<file path="src/rtl/ifetch_ctrl_pkg.sv">
// Shared types and reset/step constants for the instruction fetch controller.
package ifetch_ctrl_pkg;

  typedef enum logic [1:0] {
    REQ   = 2'd0,
    HOLD  = 2'd1,
    DRAIN = 2'd2
  } fetch_state_t;

  localparam logic [31:0] FETCH_RESET_PC = 32'h0000_0060;
  localparam logic [31:0] FETCH_PC_STEP  = 32'd4;

endpackage

</file>
<file path="src/rtl/ifetch_ctrl.sv">
// Fetch controller: drives the external PC register, issues one read at a time
// to instruction memory, and buffers one instruction for decode.
module ifetch_ctrl
  import ifetch_ctrl_pkg::*;
#(
  parameter int               WIDTH    = 32,
  parameter logic [WIDTH-1:0] RESET_PC = WIDTH'(FETCH_RESET_PC),
  parameter logic [WIDTH-1:0] PC_STEP  = WIDTH'(FETCH_PC_STEP)
) (
  input  logic             clk,
  input  logic             rst,
  input  logic [WIDTH-1:0] pc_out,
  output logic             pc_load,
  output logic [WIDTH-1:0] pc_in,
  output logic             mem_read,
  output logic [WIDTH-1:0] mem_address,
  input  logic             mem_resp,
  input  logic [WIDTH-1:0] mem_rdata,
  output logic             instr_valid,
  input  logic             instr_ready,
  output logic [WIDTH-1:0] instr,
  output logic [WIDTH-1:0] instr_pc,
  input  logic             redirect,
  input  logic [WIDTH-1:0] redirect_pc
);

  fetch_state_t     state;
  logic [WIDTH-1:0] addr_q;
  logic [WIDTH-1:0] fetch_addr;

  assign fetch_addr  = {pc_out[WIDTH-1:2], 2'b00};
  // DRAIN replays the captured address so the memory sees a stable request.
  assign mem_address = (state == DRAIN) ? addr_q : fetch_addr;
  assign mem_read    = !rst && (state != HOLD);

  // Redirect outranks the increment; the adder wraps modulo 2^WIDTH.
  always_comb begin
    pc_load = 1'b0;
    pc_in   = pc_out + PC_STEP;
    if (rst) begin
      pc_load = 1'b1;
      pc_in   = RESET_PC;
    end else if (redirect) begin
      pc_load = 1'b1;
      pc_in   = redirect_pc;
    end else if (state == REQ && mem_resp) begin
      pc_load = 1'b1;
    end
  end

  always_ff @(posedge clk) begin
    if (rst) begin
      state       <= REQ;
      instr_valid <= 1'b0;
      instr       <= '0;
      instr_pc    <= '0;
      addr_q      <= '0;
    end else begin
      case (state)
        REQ: begin
          addr_q <= fetch_addr;
          if (mem_resp && !redirect) begin
            instr       <= mem_rdata;
            instr_pc    <= pc_out;
            instr_valid <= 1'b1;
            state       <= HOLD;
          end else if (redirect && !mem_resp) begin
            state <= DRAIN;
          end
        end
        HOLD: begin
          if (instr_ready || redirect) begin
            instr_valid <= 1'b0;
            state       <= REQ;
          end
        end
        DRAIN: begin
          if (mem_resp) state <= REQ;
        end
        default: state <= REQ;
      endcase
    end
  end

endmodule
</file>
<file path="config.mk">
export PLATFORM = sky130hd
export DESIGN_NAME = ifetch_ctrl
export DESIGN_NICKNAME = d
export VERILOG_FILES = /design/src/rtl/ifetch_ctrl_pkg.sv /design/src/rtl/ifetch_ctrl.sv
export SDC_FILE = /design/constraint.sdc
export NUM_CORES = 1
export LEC_CHECK = 0
export ABC_AREA = 1
export ABC_CLOCK_PERIOD_IN_PS = 4000
export BUFFER_PORTS_ARGS = -buffer_cell sky130_fd_sc_hd__buf_2
export CAP_MARGIN = 15
export CORE_MARGIN = 3
export CORE_UTILIZATION = 25
export DETAILED_ROUTE_END_ITERATION = 7
export HOLD_SLACK_MARGIN = 0.03
export PLACE_DENSITY = 0.51
export SYNTH_ARGS = -nofsm -noshare
export SYNTH_HDL_FRONTEND = slang
export SYNTH_SLANG_ARGS = --single-unit
</file>
<file path="constraint.sdc">
create_clock -name clk -period 4 [get_ports clk]
set_clock_uncertainty 0.2 [all_clocks]
set_input_delay 0.8 -clock clk [delete_from_list [all_inputs] [get_ports clk]]
set_output_delay 0.8 -clock clk [all_outputs]
set_load 0.02 [all_outputs]
</file>
==> results by group <==
Logic synthesis
  – Synth Flop Type: dfxtp_1
  – Main combinational cell family by area after synthesis: simple AND/OR/NAND/NOR gates
  – Post-synth EDFFs: 0
  – Top post-synthesis cells by area: dfxtp_1 39%, nor2_1 14%, o21ai_0 10%
  – Synth Area in Compound Gates: 0.231
  – Synth Area in XOR/XNOR: 0.0122
  – Async SR Flop Fraction: 0
  – Synthesized cell area: 5030 µm²
  – Mean Syn Cell Area: 6.46 µm²
  – Yosys top cell area share: 0.386
  – Post-synthesis mux area share: 0
  – Yosys top cell by area: dfxtp_1
  – Adder-Cell Fraction of Synth Area: 0.00249
  – Post-Syn Instances: 778
  – Register bit total from synthesis: 97
  – Seq/Total Area, Yosys: 0.386
  – Synth warn: 0
  – Netlist cell types: 23
  – Synth Area in Simple Gates: 0.265

Clock tree
  – Setup bufs post-CTS: 0
  – Root Driver: clkbuf_16
  – CTS tree: yes
  – Clock latency on the worst-skew pair: 0.35 ns
  – # hold bufs at CTS: 0
  – CTS Buf Count: 9
  – H-tree Lvls: 3
  – Clk buf depth: 2
  – Clk sinks: 97
  – Post_cts resized: 0
  – Clk slew on worst S/H paths: 0.06 ns

Final layout
  – Fraction of layout cells with a size suffix above 1: 0.280
  – Commonest non-fill, non-tap cell in the layout: buf_2
  – Multi-input gate area: 2580 µm²
  – Storage element area: 1940 µm²
  – Number of fillers in the final layout: 2183
  – Area grow syn2layout: 33.0%
  – Nets: 1083
  – Antenna Cells: 0
  – Post-layout util: 0.341
  – Most frequent cells in the layout: 229 x buf_2, 186 x nor2_1, 116 x nand2_1, 100 x o21ai_0, 97 x dfxtp_1

GRT
  – GR Overflow Total: 0
  – Gr usage total: 0.168
  – Largest net degree at the start of global routing: 66
  – Vias in the first global route: 5215
  – Antenna violations before repair: 1
  – Global-route wire length before repair: 28.9 mm

STA
  – Slew margin rel.: 0.336
  – RSZ-0062 raised after global routing: no
  – Maximum clock frequency: 293 MHz
  – Min cycle time layout: 3.41 ns
  – Worst-Margin Slew: 0.993 ns
  – Final TNS setup: 0 ns
  – Final-report hold violation count: 0
  – Slew Viols, Final: 0
  – Crit share post-route: 0.854
  – Final setup viols: 0

Worst setup path
  – Reg2Reg Depth: 7
  – Reg-to-Reg End: instr_pc[1]$_SDFFE_PP0P_
  – Worst setup path class: primary input to output port
  – Crit path capture type: output port
  – Crit path from: pc_out[2]
  – Worst EP required: 3.00 ns
  – R2r setup slk: 1.74 ns
  – Crit-path max cell delay: 0.31 ns
  – Worst flop-to-flop path startpoint: state[1]$_SDFFE_PP0P_
  – Critical-path maximum fanout: 5
  – Worst setup SP type: primary input
  – Crit path DAT: 2.41 ns
  – End of the critical path: pc_in[22]
  – Critical-path top delay cell: nor2_2
  – CP Cell Sequence: buf_2 -> ha_1 -> nand2_1 -> nor2_1 -> nand2_1 -> nor2_2 -> nand3_1 -> nand2_1 -> nor2_1 -> nor2_1 -> buf_2

Drt
  – Routed vias/inst: 4.42
  – Routed Wire Length: 18.8 mm
  – Remaining DRCs: 0
  – Drt wl/cell: 15.0 µm
  – DR pass1 iterations: 4
  – DR vias: 5527
  – First DRT Iteration DRCs: 276
  – Routed Antenna Nets: 0

Hold path
  – Hold Startpoint: addr_q[19]$_SDFFE_PP0N_
  – Hold WC Path Type: flip-flop to flip-flop

Floorplanning
  – I/O pins: 232
  – Die W: 148 µm
  – CORE AREA: 19600 µm²
  – Initial Utilization: 0.257
  – Die Ht: 148 µm
  – Core Rows: 51
  – Die area: 21800 µm²

Placed design
  – Hpwl dp: 14.1 mm
  – Port Buf Inserts: 229
  – GPL Wtd Cong: 0.837

Power
  – Pwr per Cell Area: 389 nW/µm²
  – Worst VDD drop: 0.187 mV
  – Leakage: 3.42 nW

Status
  – Outcome: finished, final reports clean

Flow run
  – Max_cap viols: 0
-- layout make-up --
type,instances,share of cell area
Multi-Input combinational cell,558,0.385
Clock buffer,12,0.0369
Inverter,78,0.0438
Sequential cell,97,0.290
Clock inverter,3,0.00973
Tap cell,265,0.0496
Timing Repair Buffer,237,0.184
-- sequential cells by signal (all words and copies together), names as in the netlist --
name / count
state: 2
instr_valid: 1
instr_pc: 32
addr_q: 30
instr: 32
-- kinds of logic after synthesis --
family | after synthesis
xor gates and xnor gates | 7
buffers and inverters | 124
AOI/OAI and AO/OA | 210
DFF | 97
adders and majority gates | 1
other | 1
and+or+nand+nor | 338
-- metal layers --
metal / vias up / global-route usage / wire (µm)
li1: 2885 / - / -
met4: 0 / 0.0503 / 300
met5: - / 0 / 0
met3: 16 / 0.0417 / 1550
met1: 2430 / 0.227 / 8600
met2: 196 / 0.266 / 8320
-- cells in the mapped netlist, drive strengths merged (2+ instances only) --
cell type,instances
dfxtp,97
a21oi,78
nand2,117
o21ai,116
xor2,7
a211oi,14
clkbuf,25
nand3,28
inv,77
buf,21
o211ai,2
nor2,192
-- worst max-delay path, delay by kind of cell --
family	cells	cell delay [ns]
buffers and inverters	2	0.29
and+or+nand+nor	8	1.11
adders and majority gates	1	0.21
-- how the worst min path moves through the flow --
| stage | end | slack [ns] | depth (start not counted) |
|---|---|---|---|
| 2_1_floorplan | addr_q[18]$_SDFFE_PP0N_ | 0.22 | 2 |
| 5_1_grt | addr_q[19]$_SDFFE_PP0N_ | 0.27 | 2 |
| 3_5_place_dp | addr_q[30]$_SDFFE_PP0N_ | 0.24 | 2 |
| 4_1_cts | addr_q[20]$_SDFFE_PP0N_ | 0.25 | 2 |
| 6_report | addr_q[19]$_SDFFE_PP0N_ | 0.25 | 2 |
| 3_3_place_gp | addr_q[30]$_SDFFE_PP0N_ | 0.24 | 2 |
-- metrics by stage --
step | instances | worst slack (ns) | hold slack [ns] | area, µm² | power, mW
after global placement | 1235 | 0.614 | 0.236 | 6370 | 1.68
final | 1250 | 0.586 | 0.248 | 6690 | 2.60
after CTS | 1250 | 0.591 | 0.251 | 6690 | 2.64
after global routing | 1250 | 0.426 | 0.271 | 6690 | 2.75
after detailed placement | 1235 | 0.592 | 0.241 | 6370 | 1.68
after floorplan | 779 | 1.05 | 0.225 | 5030 | 1.45
-- where the power goes --
part           switching, mW  internal (mW)  total, mW
Sequential            0.0318           1.04       1.07
Clock                  0.382          0.562      0.944
Combinational          0.394          0.189      0.584
No activity file was read; power rests on OpenSTA's default activity.
